[src/rtl/mprj_uart_defs.sv]
// Shared definitions for the user-project UART transmitter: FSM state
// encoding, frame shape constants and the idle line level.
package mprj_uart_defs;

   typedef enum logic [1:0] {
      ST_IDLE  = 2'd0,
      ST_START = 2'd1,
      ST_DATA  = 2'd2,
      ST_STOP  = 2'd3
   } uart_state_e;

   localparam int unsigned DATA_BITS    = 32'd8;
   localparam int unsigned STOP_BITS    = 32'd1;
   localparam logic        IDLE_LEVEL   = 1'b1;
   localparam logic [2:0]  LAST_BIT_IDX = 3'(DATA_BITS - 32'd1);

   // Line level the transmitter presents while in a given state.
   function automatic logic line_level(input uart_state_e state, input logic data_bit);
      logic lvl;
      case (state)
         ST_IDLE:  lvl = IDLE_LEVEL;
         ST_START: lvl = ~IDLE_LEVEL;
         ST_DATA:  lvl = data_bit;
         ST_STOP:  lvl = IDLE_LEVEL;
         default:  lvl = IDLE_LEVEL;
      endcase
      return lvl;
   endfunction

endpackage

[src/rtl/mprj_uart_tx_if.sv]
// Byte write port of the UART transmitter: valid/ready handshake.
// The producer uses the master view, the transmitter the slave view.
interface mprj_uart_tx_if;

   logic [7:0] wdata;
   logic       wvalid;
   logic       wready;

   modport master (
      output wdata,
      output wvalid,
      input  wready
   );

   modport slave (
      input  wdata,
      input  wvalid,
      output wready
   );

endinterface

[src/rtl/mprj_uart_fifo.sv]
// Single-clock byte FIFO. Pointers carry one extra wrap bit so that full and
// empty are told apart without a separate counter; the level is the pointer
// difference. Pushes while full and pops while empty are ignored.
module mprj_uart_fifo #(
   parameter int unsigned DEPTH = 4,
   parameter int unsigned WIDTH = 8
) (
   input  logic                     clock,
   input  logic                     resetb,
   input  logic                     push,
   input  logic [WIDTH-1:0]         wdata,
   input  logic                     pop,
   output logic [WIDTH-1:0]         rdata,
   output logic                     full,
   output logic                     empty,
   output logic [$clog2(DEPTH):0]   level
);

   localparam int unsigned AW = $clog2(DEPTH);

   logic [WIDTH-1:0] mem_r [DEPTH];
   logic [AW:0]      wr_ptr_r;
   logic [AW:0]      rd_ptr_r;
   logic             full_s;
   logic             empty_s;
   logic             push_ok_s;
   logic             pop_ok_s;

   assign full_s    = (wr_ptr_r[AW] != rd_ptr_r[AW]) &&
                      (wr_ptr_r[AW-1:0] == rd_ptr_r[AW-1:0]);
   assign empty_s   = (wr_ptr_r == rd_ptr_r);
   assign push_ok_s = push && !full_s;
   assign pop_ok_s  = pop && !empty_s;

   assign full  = full_s;
   assign empty = empty_s;
   assign level = wr_ptr_r - rd_ptr_r;
   assign rdata = mem_r[rd_ptr_r[AW-1:0]];

   // Storage write; contents need no reset since the pointers define validity.
   always_ff @(posedge clock) begin
      if (push_ok_s) begin
         mem_r[wr_ptr_r[AW-1:0]] <= wdata;
      end
   end

   // Write and read pointers; a reset empties the FIFO.
   always_ff @(posedge clock or negedge resetb) begin
      if (!resetb) begin
         wr_ptr_r <= {(AW+1){1'b0}};
         rd_ptr_r <= {(AW+1){1'b0}};
      end else begin
         if (push_ok_s) begin
            wr_ptr_r <= wr_ptr_r + (AW+1)'(1'b1);
         end
         if (pop_ok_s) begin
            rd_ptr_r <= rd_ptr_r + (AW+1)'(1'b1);
         end
      end
   end

endmodule

[src/rtl/mprj_uart_tx.sv]
// User-project UART transmitter feeding the management SoC serial input.
// Bytes are buffered in a small FIFO and sent as 8N1 frames, LSB first, with
// a bit period of (clk_div + 1) clocks latched at the start of every frame.
// ser_tx and busy are registered from the current state, so the line follows
// the FSM by one clock.
module mprj_uart_tx
   import mprj_uart_defs::*;
#(
   parameter int unsigned FIFO_DEPTH = 4,
   parameter int unsigned DIV_W      = 16
) (
   input  logic                         clock,
   input  logic                         resetb,
   input  logic                         enable,
   input  logic [DIV_W-1:0]             clk_div,
   mprj_uart_tx_if.slave                wr,
   output logic                         ser_tx,
   output logic                         busy,
   output logic [$clog2(FIFO_DEPTH):0]  fifo_level
);

   uart_state_e       state_r;
   uart_state_e       state_next_s;
   logic [DIV_W-1:0]  cnt_r;
   logic [DIV_W-1:0]  cnt_next_s;
   logic [DIV_W-1:0]  period_r;
   logic [DIV_W-1:0]  period_next_s;
   logic [2:0]        idx_r;
   logic [2:0]        idx_next_s;
   logic [7:0]        shift_r;
   logic [7:0]        shift_next_s;
   logic              ser_tx_r;
   logic              busy_r;
   logic              line_next_s;
   logic              busy_next_s;
   logic              pop_s;
   logic [7:0]        fifo_rdata_s;
   logic              fifo_full_s;
   logic              fifo_empty_s;
   logic              bit_end_s;

   mprj_uart_fifo #(
      .DEPTH (FIFO_DEPTH),
      .WIDTH (8)
   ) u_fifo (
      .clock  (clock),
      .resetb (resetb),
      .push   (wr.wvalid),
      .wdata  (wr.wdata),
      .pop    (pop_s),
      .rdata  (fifo_rdata_s),
      .full   (fifo_full_s),
      .empty  (fifo_empty_s),
      .level  (fifo_level)
   );

   assign wr.wready = ~fifo_full_s;
   assign bit_end_s = (cnt_r == {DIV_W{1'b0}});
   assign ser_tx    = ser_tx_r;
   assign busy      = busy_r;

   // Next-state, bit timing, shift register and FIFO pop decisions.
   always_comb begin
      state_next_s  = state_r;
      cnt_next_s    = cnt_r;
      period_next_s = period_r;
      idx_next_s    = idx_r;
      shift_next_s  = shift_r;
      pop_s         = 1'b0;
      case (state_r)
         ST_IDLE: begin
            if (enable && !fifo_empty_s) begin
               pop_s         = 1'b1;
               shift_next_s  = fifo_rdata_s;
               period_next_s = clk_div;
               cnt_next_s    = clk_div;
               idx_next_s    = 3'd0;
               state_next_s  = ST_START;
            end else begin
               state_next_s  = ST_IDLE;
            end
         end
         ST_START: begin
            if (bit_end_s) begin
               cnt_next_s   = period_r;
               idx_next_s   = 3'd0;
               state_next_s = ST_DATA;
            end else begin
               cnt_next_s   = cnt_r - DIV_W'(1'b1);
            end
         end
         ST_DATA: begin
            if (bit_end_s) begin
               cnt_next_s   = period_r;
               shift_next_s = {1'b0, shift_r[7:1]};
               if (idx_r == LAST_BIT_IDX) begin
                  state_next_s = ST_STOP;
               end else begin
                  idx_next_s   = idx_r + 3'd1;
               end
            end else begin
               cnt_next_s   = cnt_r - DIV_W'(1'b1);
            end
         end
         ST_STOP: begin
            if (bit_end_s) begin
               state_next_s = ST_IDLE;
            end else begin
               cnt_next_s   = cnt_r - DIV_W'(1'b1);
            end
         end
         default: begin
            state_next_s = ST_IDLE;
         end
      endcase
   end

   // Line level and busy flag for the current state, registered below.
   always_comb begin
      line_next_s = line_level(state_r, shift_r[0]);
      busy_next_s = (state_r != ST_IDLE);
   end

   // FSM state register; reset abandons any frame in flight.
   always_ff @(posedge clock or negedge resetb) begin
      if (!resetb) begin
         state_r <= ST_IDLE;
      end else begin
         state_r <= state_next_s;
      end
   end

   // Bit timing, data path and registered outputs; reset forces the line idle.
   always_ff @(posedge clock or negedge resetb) begin
      if (!resetb) begin
         cnt_r    <= {DIV_W{1'b0}};
         period_r <= {DIV_W{1'b0}};
         idx_r    <= 3'd0;
         shift_r  <= 8'h00;
         ser_tx_r <= IDLE_LEVEL;
         busy_r   <= 1'b0;
      end else begin
         cnt_r    <= cnt_next_s;
         period_r <= period_next_s;
         idx_r    <= idx_next_s;
         shift_r  <= shift_next_s;
         ser_tx_r <= line_next_s;
         busy_r   <= busy_next_s;
      end
   end

endmodule
[src/flat_wrapper.sv]
// flat-port wrapper written by rule: the top's interface ports become plain ports
module mprj_uart_tx_flat import mprj_uart_defs::*;
#(
   parameter int unsigned FIFO_DEPTH = 4,
   parameter int unsigned DIV_W      = 16
)
  (clock, resetb, enable, clk_div, ser_tx, busy, fifo_level, wr_wdata, wr_wvalid, wr_wready);
  mprj_uart_tx_if wr_i ();
  input  logic clock;
  input  logic resetb;
  input  logic enable;
  input  logic [DIV_W-1:0] clk_div;
  output logic ser_tx;
  output logic busy;
  output logic [$clog2(FIFO_DEPTH):0] fifo_level;
  input wire logic [$bits(wr_i.wdata)-1:0] wr_wdata;
  input wire logic [$bits(wr_i.wvalid)-1:0] wr_wvalid;
  output wire logic [$bits(wr_i.wready)-1:0] wr_wready;
  assign wr_i.wdata = wr_wdata;
  assign wr_i.wvalid = wr_wvalid;
  assign wr_wready = wr_i.wready;
  mprj_uart_tx #(.FIFO_DEPTH(FIFO_DEPTH), .DIV_W(DIV_W)) u_core (.clock(clock), .resetb(resetb), .enable(enable), .clk_div(clk_div), .wr(wr_i), .ser_tx(ser_tx), .busy(busy), .fifo_level(fifo_level));
endmodule
[config.mk]
export PLATFORM = sky130hd
export DESIGN_NAME = mprj_uart_tx_flat
export DESIGN_NICKNAME = d
export VERILOG_FILES = /design/src/rtl/mprj_uart_defs.sv /design/src/rtl/mprj_uart_tx_if.sv /design/src/rtl/mprj_uart_fifo.sv /design/src/rtl/mprj_uart_tx.sv /design/src/flat_wrapper.sv
export SDC_FILE = /design/constraint.sdc
export NUM_CORES = 1
export LEC_CHECK = 0
export BUFFER_PORTS_ARGS = -buffer_cell sky130_fd_sc_hd__buf_4
export CAP_MARGIN = 10
export CORE_AREA = 2 2 108 110
export DETAILED_ROUTE_END_ITERATION = 12
export DIE_AREA = 0 0 110 112
export GPL_ROUTABILITY_DRIVEN = 0
export SETUP_SLACK_MARGIN = 0.15
export SYNTH_ARGS = -nofsm -noshare
export SYNTH_HDL_FRONTEND = slang
export SYNTH_SLANG_ARGS = --single-unit
[constraint.sdc]
create_clock -name clock -period 6.26 [get_ports clock]
set_input_delay 0.939 -clock clock [delete_from_list [all_inputs] [get_ports clock]]
set_output_delay 0.939 -clock clock [all_outputs]
set_load 0.1 [all_outputs]
; After elaboration in Yosys (flattened, before gate mapping)
; Memories as Yosys holds them, arrays and structs flattened.
; Index checks and enable logic that the tools add are counted.
[op_classes]
add_sub_neg = 5
n_eq_ne = 14
muxes = 23
n_bitwise = 1
reduce_logical = 18
[op_table]
columns = cell, count
row1 = $mux W16, 3
row2 = $pmux W16 S3, 1
row3 = $logic_not A16 Y1, 1
row4 = $mux W8, 2
row5 = $pmux W8 S2, 1
row6 = $sub A16 B1 Y16 const B, 1
row7 = $mux W3, 4
row8 = $ne A2 B1 Y1 const B, 5
row9 = $add A3 B1 Y3 const B, 3
row10 = $pmux W3 S3, 1
row11 = $mux W2, 4
row12 = $pmux W2 S4, 1
row13 = $mux W1, 5
row14 = $reduce_and A5 Y1, 1
row15 = $eq A2 B2 Y1 const B, 2
row16 = $logic_and A1 B1 Y1, 4
row17 = $ne A2 B2 Y1 const B, 2
row18 = $reduce_and A2 Y1, 2
row19 = $reduce_and A4 Y1, 1
row20 = $reduce_bool A2 Y1, 2
row21 = $reduce_or A2 Y1, 2
row22 = $eq A3 B3 Y1, 1
row23 = $eq A3 B3 Y1 const B, 1
row24 = $pmux W1 S3, 1
row25 = other kinds (9), 10
[totals]
ff_bits = 53
ramBits = 32
input_bits = 28
output_inout_bits = 6
elab_cells = 71
mem_count = 1
[memory_table]
columns = name, words, word_bits, read_ports, rd_clocked_by_memory_dff, write_ports, line_no
row1 = u_core.u_fifo.mem_r, 4, 8, 1, 0, 1, mprj_uart_fifo.sv:21  ; logic [WIDTH-1:0] mem_r [DEPTH];

; Longest topological paths before layout
; Gate-level depths: netlist (run 1).
[depth]
word_depth = 6
depth_mapped = 10
ltp_nobuf = 8

; Cells and area by module
; Synthesis (run 1) repeated with hierarchy kept, for this count alone.
[hier_totals]
cells_unflattened = 374
hier_area_um2 = 4454.3
[by_module_without_submodules]
columns = mod, n_inst, cells_each, area_per_inst_um2, seq_area_each_um2
row1 = mprj_uart_tx, 1, 287, 2842.7, 1177.4
row2 = mprj_uart_fifo, 1, 87, 1611.5, 1111.1

; Worst setup path after synthesis (run 1)
; No wires, ideal clock.
[synth_timing]
path_kind = register to output
startpoint = register u_core.u_fifo.wr_ptr_r[0]
endpoint = output fifo_level[2]
arrival_time_ps = 2464
required_ps = 5321
path_slack_ps = 2857
path_stages_with_launch = 5
path_buffers = 0
path_cell_list = dfrtp_1 -> inv_1 -> ha_1 -> fa_1 -> xor2_1
[synth_via]
elab_chain_len = 1
[synth_lines]
columns = element, line_no
row1 = "start, declared", mprj_uart_fifo.sv:22  ; logic [AW:0] wr_ptr_r;
row2 = "start signal, assigned", mprj_uart_fifo.sv:50  ; wr_ptr_r <= {(AW+1){1'b0}};
row3 = "start signal, assigned", mprj_uart_fifo.sv:54  ; wr_ptr_r <= wr_ptr_r + (AW+1)'(1'b1);
row4 = $sub A3 B3 Y3, mprj_uart_fifo.sv:37  ; assign level = wr_ptr_r - rd_ptr_r;
row5 = "end, declared", flat_wrapper.sv:15  ; output logic [$clog2(FIFO_DEPTH):0] fifo_level;
; Every way passes these cells.

; Worst setup path after layout (run 1)
[layout_timing]
startpoint = register u_core.u_fifo.rd_ptr_r[0]
endpoint = output fifo_level[1]
[layout_via]
elab_chain_len = 1
[layout_lines]
columns = element, line_no
row1 = "start, declared", mprj_uart_fifo.sv:23  ; logic [AW:0] rd_ptr_r;
row2 = "start signal, assigned", mprj_uart_fifo.sv:51  ; rd_ptr_r <= {(AW+1){1'b0}};
row3 = "start signal, assigned", mprj_uart_fifo.sv:57  ; rd_ptr_r <= rd_ptr_r + (AW+1)'(1'b1);
row4 = $sub A3 B3 Y3, mprj_uart_fifo.sv:37
; Every way passes these cells.

==> results of run 1 <==
## metrics by stage
stage	cell area, sq um	cells
finish	5020	523
global route	5020	523
CTS	5020	523
detailed placement	4700	507
global placement	4700	507
floorplan	4350	346
## worst register-to-register path: stages, from the launching register on
cell	delay (ns)
dfrtp_1	0.74
ha_1	0.40
nand2_1	0.10
o21ai_0	0.14
nor2_1	0.67
buf_4	0.35
inv_1	0.10
a211oi_1	0.22
a211oi_1	0.07
## synth_stat cells, types with 5 or more instances
cell type | count | area share (%)
a21oi_1 | 12 | 1.4
and3_1 | 6 | 0.86
buf_2 | 5 | 0.58
clkbuf_1 | 8 | 0.69
dfrtp_1 | 52 | 30
edfxtp_1 | 32 | 22
ha_1 | 16 | 4.6
inv_1 | 14 | 1.2
mux2_2 | 17 | 4.4
mux2i_1 | 8 | 1.8
mux4_2 | 8 | 4.1
nand2_1 | 20 | 1.7
nand3_1 | 5 | 0.58
nor2_1 | 18 | 1.6
nor3_1 | 13 | 1.5
o21a_1 | 5 | 0.86
o21ai_0 | 17 | 2.0
xnor2_1 | 8 | 1.6
xor2_1 | 11 | 2.2
## state kept, by name, summed over array words and instances, names as in the netlist
signal                  flops
u_core.u_fifo.rd_ptr_r      3
u_core.u_fifo.mem_r        32
u_core.cnt_r               16
u_core.period_r            16
u_core.state_r              2
u_core.busy                 1
u_core.u_fifo.wr_ptr_r      3
u_core.shift_r              8
u_core.ser_tx               1
u_core.idx_r                3
## layout by cell type (no fill, tap or decap), drive strengths merged, types with 10 or more instances in the layout
cell	count
nand2	21
edfxtp	32
o21ai	21
ha	16
xor2	11
buf	35
inv	15
dfrtp	52
nor2	19
a21oi	15
clkbuf	10
nor3	14
mux2	21
## worst min path at each step
stage | start | endpoint | slack, ns | cells past startpoint
finish | u_core.u_fifo.wr_ptr_r[2]$_DFFE_PN0P_ | u_core.u_fifo.wr_ptr_r[2]$_DFFE_PN0P_ | 0.50 | 1
global placement | u_core.period_r[4]$_DFFE_PN0P_ | u_core.period_r[4]$_DFFE_PN0P_ | 0.47 | 2
global route | u_core.u_fifo.wr_ptr_r[2]$_DFFE_PN0P_ | u_core.u_fifo.wr_ptr_r[2]$_DFFE_PN0P_ | 0.51 | 1
detailed placement | u_core.u_fifo.rd_ptr_r[2]$_DFFE_PN0P_ | u_core.u_fifo.rd_ptr_r[2]$_DFFE_PN0P_ | 0.49 | 1
floorplan | u_core.period_r[4]$_DFFE_PN0P_ | u_core.period_r[4]$_DFFE_PN0P_ | 0.45 | 2
CTS | u_core.u_fifo.rd_ptr_r[2]$_DFFE_PN0P_ | u_core.u_fifo.rd_ptr_r[2]$_DFFE_PN0P_ | 0.50 | 1
## cell type report
| cell class | count | share of cell area (%) |
|---|---|---|
| repair buffers | 35 | 5.24 |
| clock buffers | 10 | 4.56 |
| inverters | 14 | 1.05 |
| well taps | 143 | 3.57 |
| multi-input cells | 230 | 38.3 |
| clock inverters | 6 | 1.72 |
| flip-flops and latches | 85 | 45.6 |
## cells by family after synthesis
| group | count (synthesis) | share of synthesized area, % |
|---|---|---|
| flip-flops | 85 | 52.6 |
| multiplexers | 37 | 11.8 |
| adder cells (fa/ha/maj) | 17 | 5.07 |
| AO/OA/AOI/OAI | 72 | 12.5 |
| XOR/XNOR | 19 | 3.83 |
| buffers and inverters | 31 | 3.17 |
| AND/OR/NAND/NOR | 85 | 11.0 |
## layer usage
layer	routed length (um)	share of wire (%)	GRT usage (%)
met1	4330	47	22.9
met2	4160	45	24.7
met3	450	4.9	4.22
met4	284	3.1	8.78
met5	0	0	0
==> reports/metrics.yaml, run 1 <==
dpl.hpwl_mm: 6.24
cpPeakStageDelay_ns: 0.74
cp.required_ns: 5.32
ys_types: 61
drtPass1Iterations: 4
cts_resized: 0
yosysSeqAreaShare_pct: 52.6
nets: 420
die-width_um: 110
ff2ff_setup_slack_ns: 3.34
routed_wl_mm: 9.22
rsz0062_at_grt: "false"
syn-mean-instance-area_sq_um: 12.6
fillerInstances: 1025
ios: 34
synthArstFlopShare_pct: 62.4
drtAntennaViolNets: 0
r2r-start: "u_core.u_fifo.rd_ptr_r[0]$_DFFE_PN0P_"
relSlewSlack_pct: 45.8
grt_pass1_wl_mm: 15.6
endpoint: "fifo_level[1]"
post_cts.repair.setup_buffers: 0
cp-end-kind: "primary output"
area_growth_pct: 15.5
worstSetupPathType: "flop to primary output"
synth_nets: 391
critical-path-top-delay-family: "flip-flops"
worstSetupStartpoint: "u_core.u_fifo.rd_ptr_r[0]$_DFFE_PN0P_"
dieHeight_um: 112
cts.sinks: 85
layout-drive-gt1-share_pct: 25.3
multiInputGateArea_sq_um: 1920
maxCapViolCount: 0
grt_antenna_before_repair: 0
vias_per_cell: 5.48
cts_made_buffers: 9
die_area_sq_um: 12300
start_util_pct: 38.9
drc: 0
cts_hold_buf: 0
cts_tree: "done"
status: "finished clean"
fin_hold_ws_ns: 0.495
synth_area_sq_um: 4350
worst_pin_slew_ns: 0.811
grtUsageTotal_pct: 16.8
cp_max_fo: 11
timing.final.ws_setup_ns: 3.17
syn_inst: 346
setup_viol: 0
path_cells: "ha_1 -> fa_1 -> inv_1 -> buf_4"
report.final.slew_viol_count: 0
slowest_stage: "dfrtp_1"
vias: 2868
r2r-end: "u_core.cnt_r[14]$_DFFE_PN0P_"
clk_pin_slew_ns: 0.06
drt_iter0_markers: 174
crit_buf_inv: 2
post-route-period-util_pct: 49.3
synth-edff-count: 32
worst-path-stages: 4
cts_root_buf: "clkbuf_16"
clk_latency_ns: 0.35
grt_max_degree: 54
fin_util_pct: 44.9
cts_buffer_depth: 2
synth-seq-cells: 85
clock.fmax_mhz: 324
io_buffer_count: 33
ys_warn_count: 0
crit_arrival_ns: 2.15
overflow: 0
wl_per_cell_um: 17.6
antenna-diode-count: 0
crit_path_start_kind: "flop"
coreArea_sq_um: 11200
regArea_sq_um: 2290
fin_skew_ns: 0.00520
min_path_type: "flop to flop"
grt_pass1_vias: 2980
htree_levels: 3
rr_worst_depth: 8
num_rows: 39
pre_cts_slack_ns: 3.32
synth_ff_type: "dfrtp_1"
hold_viol: 0
layout_min_cycle_time_ns: 3.09
setup-tns-final_ns: 0
Power of run 1 is left out: the tool's default activity adds up to more than one toggle a clock period on the data nets, which glitch-free logic cannot reach.
==> run 2: changes to the inputs <==
- ABC_AREA: default -> 1
- CORE_AREA: 2 2 108 110 -> 2 2 112 114
- DIE_AREA: 0 0 110 112 -> 0 0 114 116
- clock period: 6.26 -> 2.68 ns (I/O delays scaled with it)
==> run 2 against run 1 <==
  * Sequential share of layout area shrank 2.7 points
  * Via count increased by 28%
  * Worst setup slack got worse by 2.9 ns
  * Clock skew rose by 0.00085 ns
  * Global-route usage rose by 0.32 points
  * First-iteration DRC count is 30% higher
  * Non-clock buffer count is 3 higher
  * Die area up 7.3%
==> reports/metrics.yaml, run 2 <==
path_cells: "inv_1 -> ha_1 -> fa_1 -> xnor2_2 -> buf_4"
crit_arrival_ns: 1.97  # -0.18 ns
drc: 0  # unchanged
syn_inst: 572  # +65%
hold_viol: 0  # unchanged
finalNonFillerCells: 755  # +44%
dp.cells: 739  # +46%
start_util_pct: 39.4  # +0.48 points
synth_compound_area_share_pct: 9.10  # -3.4 points
die-width_um: 114  # +3.6%
slowest_stage: "fa_1"
drt_iter0_markers: 226  # +30%
post-route-period-util_pct: 88.4
yosys.area_share.adder_pct: 4.69  # -0.37 points
io_buffer_count: 33  # unchanged
grt_max_degree: 54  # unchanged
yosysSeqAreaShare_pct: 48.8  # -3.9 points
layout_min_cycle_time_ns: 2.37
die_area_sq_um: 13200  # +7.3%
nets: 648  # +54%
synth_ff_type: "dfrtp_1"
cp_max_fo: 4  # -7
cpPeakStageDelay_ns: 0.41  # -0.33 ns
vias: 3680  # +28%
p_per_area_nw_per_um2: 660
cp.required_ns: 2.28  # -3.04 ns
synth_top_family_by_area: "simple AND/OR/NAND/NOR gates"
layout-drive-gt1-share_pct: 13.7  # -12 points
synth.area.mux_share_pct: 1.49  # -10 points
maxCapViolCount: 0  # unchanged
clk_latency_ns: 0.35  # about the same
cts_made_buffers: 9  # unchanged
worst_pin_slew_ns: 0.799  # -0.0117 ns
area_growth_pct: 13.7
cts_buffer_depth: 2  # unchanged
setup_viol: 0  # unchanged
synth_top_cell_by_area: "dfrtp_1"
grt_pass1_vias: 3698  # +24%
cts_hold_buf: 0  # unchanged
ys_types: 37  # -39%
clock.fmax_mhz: 422
synthTopCellsByArea: "dfrtp_1 (28%), edfxtp_1 (20%), nand2_1 (16%)"
antenna-diode-count: 0  # unchanged
coreArea_sq_um: 11900  # +6.6%
synth_nets: 617  # +58%
dieHeight_um: 116  # +3.6%
dpl.hpwl_mm: 7.00  # +12%
worstSetupPathType: "flop to primary output"
min_path_type: "input port to asynchronous set/reset pin"
drtPass1Iterations: 4  # unchanged
cts_root_buf: "clkbuf_16"
drtAntennaViolNets: 0  # unchanged
htree_levels: 3  # unchanged
synth_top_area_share_pct: 27.7  # -2.2 points
most-common-layout-cells: "nand2_1 (196), nor2_1 (67), inv_1 (52)"
synth-xor-area-share_pct: 2.43  # -1.4 points
grt_pass1_wl_mm: 17.7  # +14%
wl_per_cell_um: 13.5  # -24%
cp-end-kind: "primary output"
synth-edff-count: 32  # unchanged
report.final.slew_viol_count: 0  # unchanged
synth_area_sq_um: 4690  # +7.9%
cts_resized: 0  # unchanged
routed_wl_mm: 10.2  # +10%
cts.sinks: 85  # unchanged
synthArstFlopShare_pct: 62.4  # unchanged
vdd_drop_max_mv: 0.517
clk_pin_slew_ns: 0.06  # about the same
ys_warn_count: 0  # unchanged
largest_reg_flops: 32  # unchanged
ios: 34  # unchanged
rsz0062_at_grt: "false"
status: "finished clean"
synth-seq-cells: 85  # unchanged
grtUsageTotal_pct: 17.2  # +0.32 points
synth_common_cells: "nand2_1 (197), nor2_1 (68), dfrtp_1 (52), inv_1 (52), edfxtp_1 (32)"
num_rows: 40  # +2.6%
cts_tree: "done"
post_cts.repair.setup_buffers: 0  # unchanged
vias_per_cell: 4.87  # -11%
final_common_cell: "nand2_1"
fin_skew_ns: 0.00605  # +0.000847 ns
overflow: 0  # unchanged
grt_antenna_before_repair: 0  # unchanged
syn-mean-instance-area_sq_um: 8.20  # -35%
leakage_nw: 2.58
synth.most_common_cell: "nand2_1"
crit_path_start_kind: "flop"
setup-tns-final_ns: 0  # unchanged
synthSimpleGateAreaFrac_pct: 26.4  # +15 points
relSlewSlack_pct: 46.5  # +0.78 points
## run 2: changes by cell type in the layout (fill, tap and decap cells not counted), moves of 12 or more
cell and change:
nand2_1 +176, nor2_1 +49, inv_1 +38, nand3_1 +19, mux2_2 -17, o21ai_1 +12
## run 2: worst max-delay path, delay by kind of cell (launching register included)
family	cells	cell delay (ns)
XOR/XNOR	1	0.18
adder cells (fa/ha/maj)	2	0.63
buffers and inverters	2	0.42
flip-flops	1	0.37
## run 2: logic make-up after synthesis
family | Yosys count
compound gates | 72
flops | 85
fa+ha+maj | 17
mux | 7
simple gates | 306
xor+xnor | 13
buf+inv | 72
## run 2: cell type report
type / instances / area [sq um]
Clock buffer: 10 / 229
Clock inverter: 6 / 53.8
Fill cell: 1194 / 6580
Inverter: 54 / 206
Multi-Input combinational cell: 415 / 2090
Sequential cell: 85 / 2290
Tap cell: 147 / 184
Timing Repair Buffer: 38 / 285
## run 2: final timing paths
kind | to | cells past startpoint | slack [ns] | from
min in group clock | u_core.u_fifo.mem_r[0][5]$_DFFE_PP_ | 1 | 0.25 | wr_wdata[5]
hold / removal | u_core.period_r[8]$_DFFE_PN0P_ | 1 | 0.09 | resetb
hold reg to reg | u_core.period_r[10]$_DFFE_PN0P_ | 2 | 0.49 | u_core.period_r[10]$_DFFE_PN0P_
setup reg to reg | u_core.u_fifo.mem_r[1][4]$_DFFE_PP_ | 5 | 0.39 | u_core.u_fifo.rd_ptr_r[1]$_DFFE_PN0P_
setup / recovery | fifo_level[2] | 5 | 0.31 | u_core.u_fifo.wr_ptr_r[0]$_DFFE_PN0P_
max in group asynchronous | u_core.u_fifo.rd_ptr_r[1]$_DFFE_PN0P_ | 1 | 2.11 | resetb
## run 2: where the power goes
group          internal (mW)  switching (mW)
combinational          0.193           0.593
clock                  0.647           0.569
sequential              1.48          0.0409
total                   2.32            1.20
## run 2: per-layer routing
layer	global-route usage [%]	up-vias	routed length [um]
met1	21.3	1724	4540
met2	29.1	55	5010
li1	-	1885	-
met4	7.24	0	210
met3	3.77	16	404
met5	0	-	0
## run 2: stage by stage
stage               utilization, %  power (mW)  hold WS, ns  area (sq um)  worst slack, ns
floorplan                        -        2.12        0.106          4710           0.0139
global placement              42.4        2.34        0.469          5050            0.357
detailed placement            42.4        2.35        0.468          5050            0.341
CTS                           44.8        3.57        0.128          5340            0.291
global route                  44.8        3.68        0.158          5340            0.185
finish                        44.8        3.52       0.0934          5340            0.311
No activity file was read; power rests on OpenSTA's default activity.
==> run 3: changes to the inputs <==
- CELL_PAD_IN_SITES_DETAIL_PLACEMENT: default -> 1
- CELL_PAD_IN_SITES_GLOBAL_PLACEMENT: default -> 1
- PLACE_DENSITY_LB_ADDON: default -> 0.1
==> run 3 against run 2 <==
  * Critical path depth is the same
  * Cell area up 0.63%
  * Sequential share of layout area is 0.27 points lower
  * Hold slack improved by 0.0078 ns
  * Clock-buffer cell count shrank 1
  * Core utilization up 0.28 points
  * Global-route usage increased by 2.7 points
  * Fmax increased by 0.17%
  * Die area unchanged
  * Flip-flop and latch count is the same
  * Via count is 0.52% higher
==> reports/metrics.yaml, run 3 (synthesis results as in run 2) <==
status: "finished clean"
io_buffer_count: 33  # unchanged
vias: 3699  # +0.52%
min_path_type: "input port to asynchronous set/reset pin"
fin_hold_ws_ns: 0.101  # +0.00778 ns
leakage_nw: 2.60  # +0.78%
htree_levels: 3  # unchanged
drtAntennaViolNets: 0  # unchanged
power_mw: 3.57  # +1.2%
vdd_drop_max_mv: 1.53  # +200%
worst_pin_slew_ns: 0.815  # +0.0158 ns
antenna-diode-count: 0  # unchanged
cp_max_fo: 4  # unchanged
rsz0062_at_grt: "false"
crit_buf_inv: 2  # unchanged
grt_antenna_before_repair: 0  # unchanged
dpl.hpwl_mm: 8.16  # +16%
layout_min_cycle_time_ns: 2.36  # -0.00404 ns
nets: 651  # +0.46%
path_cells: "inv_1 -> ha_1 -> fa_1 -> xnor2_2 -> buf_4"
cts.sinks: 85  # unchanged
grt_pass1_vias: 3972  # +7.4%
relSlewSlack_pct: 45.5  # -1.1 points
slowest_stage: "fa_1"
setup_viol: 0  # unchanged
clkPwrFrac_pct: 34.8  # +0.3 points
intPower_mw: 2.33  # +0.51%
cts_made_buffers: 9  # unchanged
cp-end-kind: "primary output"
die_area_sq_um: 13200  # unchanged
routed_wl_mm: 11.8  # +16%
clock.fmax_mhz: 423  # +0.17%
layout-drive-gt1-share_pct: 14.4  # +0.75 points
crit_path_start_kind: "flop"
area_growth_pct: 14.5
dieHeight_um: 116  # unchanged
worstSetupPathType: "flop to primary output"
maxCapViolCount: 0  # unchanged
cpPeakStageDelay_ns: 0.41  # about the same
clk_latency_ns: 0.35  # about the same
setup-tns-final_ns: 0  # unchanged
report.final.slew_viol_count: 0  # unchanged
placed_area_sq_um: 5070  # +0.45%
largest_reg_flops: 32  # unchanged
fin_util_pct: 45.1  # +0.28 points
fin_area_sq_um: 5370  # +0.63%
grt_max_degree: 54  # unchanged
p_sw_mw: 1.23  # +2.7%
cp.required_ns: 2.28  # about the same
combPwrFrac_pct: 22.6  # +0.3 points
power_switching_share_pct: 34.6  # +0.48 points
clk_pin_slew_ns: 0.08  # +0.02 ns
drtPass1Iterations: 4  # unchanged
num_rows: 40  # unchanged
seqPwrFrac_pct: 42.7  # -0.5 points
grt_pass1_wl_mm: 20.3  # +15%
drc: 0  # unchanged
cts_root_buf: "clkbuf_16"
ff2ff_setup_slack_ns: 0.32  # -0.07 ns
hold_viol: 0  # unchanged
most-common-layout-cells: "nand2_1 (196), nor2_1 (66), inv_1 (52)"
post-route-period-util_pct: 88.2  # -0.15 points
cts_buffer_depth: 2  # unchanged
fin_skew_ns: 0.0118  # +0.00573 ns
final_common_cell: "nand2_1"
p_per_area_nw_per_um2: 664  # +0.61%
post_cts.repair.setup_buffers: 0  # unchanged
vias_per_cell: 4.88  # +0.12%
start_util_pct: 39.4  # unchanged
wl_per_cell_um: 15.6  # +16%
overflow: 0  # unchanged
cts_tree: "done"
die-width_um: 114  # unchanged
crit_arrival_ns: 1.96  # about the same
cts_hold_buf: 0  # unchanged
grtUsageTotal_pct: 19.8  # +2.7 points
ios: 34  # unchanged
drt_iter0_markers: 122  # -46%
critical-path-top-delay-family: "adder cells"
coreArea_sq_um: 11900  # unchanged
-- run 3: cell types whose count changed in the layout (fill, tap and decap cells not counted), sizes merged --
cell    previous run  this run
buf               38        41
clkbuf            10         9
inv               57        58
-- run 3: per-stage QoR --
stage / cells / worst slack, ns
final: 758 / 0.315
after floorplan: 572 / 0.0139
after global placement: 742 / 0.303
after detailed placement: 742 / 0.227
after CTS: 758 / 0.204
after global routing: 758 / 0.151
-- run 3: worst register-to-register path, stage by stage, from the launching register on --
cell,delay [ns]
dfrtp_2,0.53
clkinv_2,0.25
ha_1,0.35
nand3_1,0.17
nand3_1,0.27
o21ai_1,0.30
nand2_4,0.20
nand2_1,0.12
o21ai_2,0.05
-- run 3: cell type report --
type / instances / area [sq um]
inverters: 54 / 206
fillers: 1446 / 6540
well taps: 147 / 184
flip-flops and latches: 85 / 2290
multi-input cells: 415 / 2090
clock buffers: 9 / 225
repair buffers: 41 / 308
clock inverters: 7 / 61.3
-- run 3: repair_timing --
item,CTS,global route
endpoints found under the hold margin,0,0
endpoints found under the setup margin,0,16
gates resized for setup,0,2
-- run 3: worst paths after layout --
path,start,to,cells past startpoint
setup / recovery,u_core.u_fifo.wr_ptr_r[0]$_DFFE_PN0P_,fifo_level[2],5
hold / removal,resetb,u_core.idx_r[0]$_DFFE_PN0P_,1
setup reg to reg,u_core.u_fifo.rd_ptr_r[1]$_DFFE_PN0P_,u_core.shift_r[5]$_DFFE_PN0P_,8
hold reg to reg,u_core.period_r[12]$_DFFE_PN0P_,u_core.period_r[12]$_DFFE_PN0P_,2
max in group asynchronous,resetb,u_core.u_fifo.rd_ptr_r[1]$_DFFE_PN0P_,1
min in group clock,wr_wdata[3],u_core.u_fifo.mem_r[3][3]$_DFFE_PP_,1
-- run 3: layer usage --
layer  global-route usage [%]  part of all wire (%)  vias up
met5                        0                     0        -
li1                         -                     -     1882
met3                     2.72                   2.4       12
met2                     31.5                    43       41
met1                     28.1                    53     1764
met4                     6.75                   1.5        0
-- run 3: power groups by stage --
| stage | Combinational, mW | Sequential [mW] | Clock [mW] |
|---|---|---|---|
| CTS | 0.815 | 1.52 | 1.26 |
| floorplan | 0.589 | 1.54 | 0 |
| detailed placement | 0.814 | 1.55 | 0 |
| finish | 0.805 | 1.52 | 1.24 |
| global route | 0.874 | 1.53 | 1.32 |
| global placement | 0.799 | 1.54 | 0 |
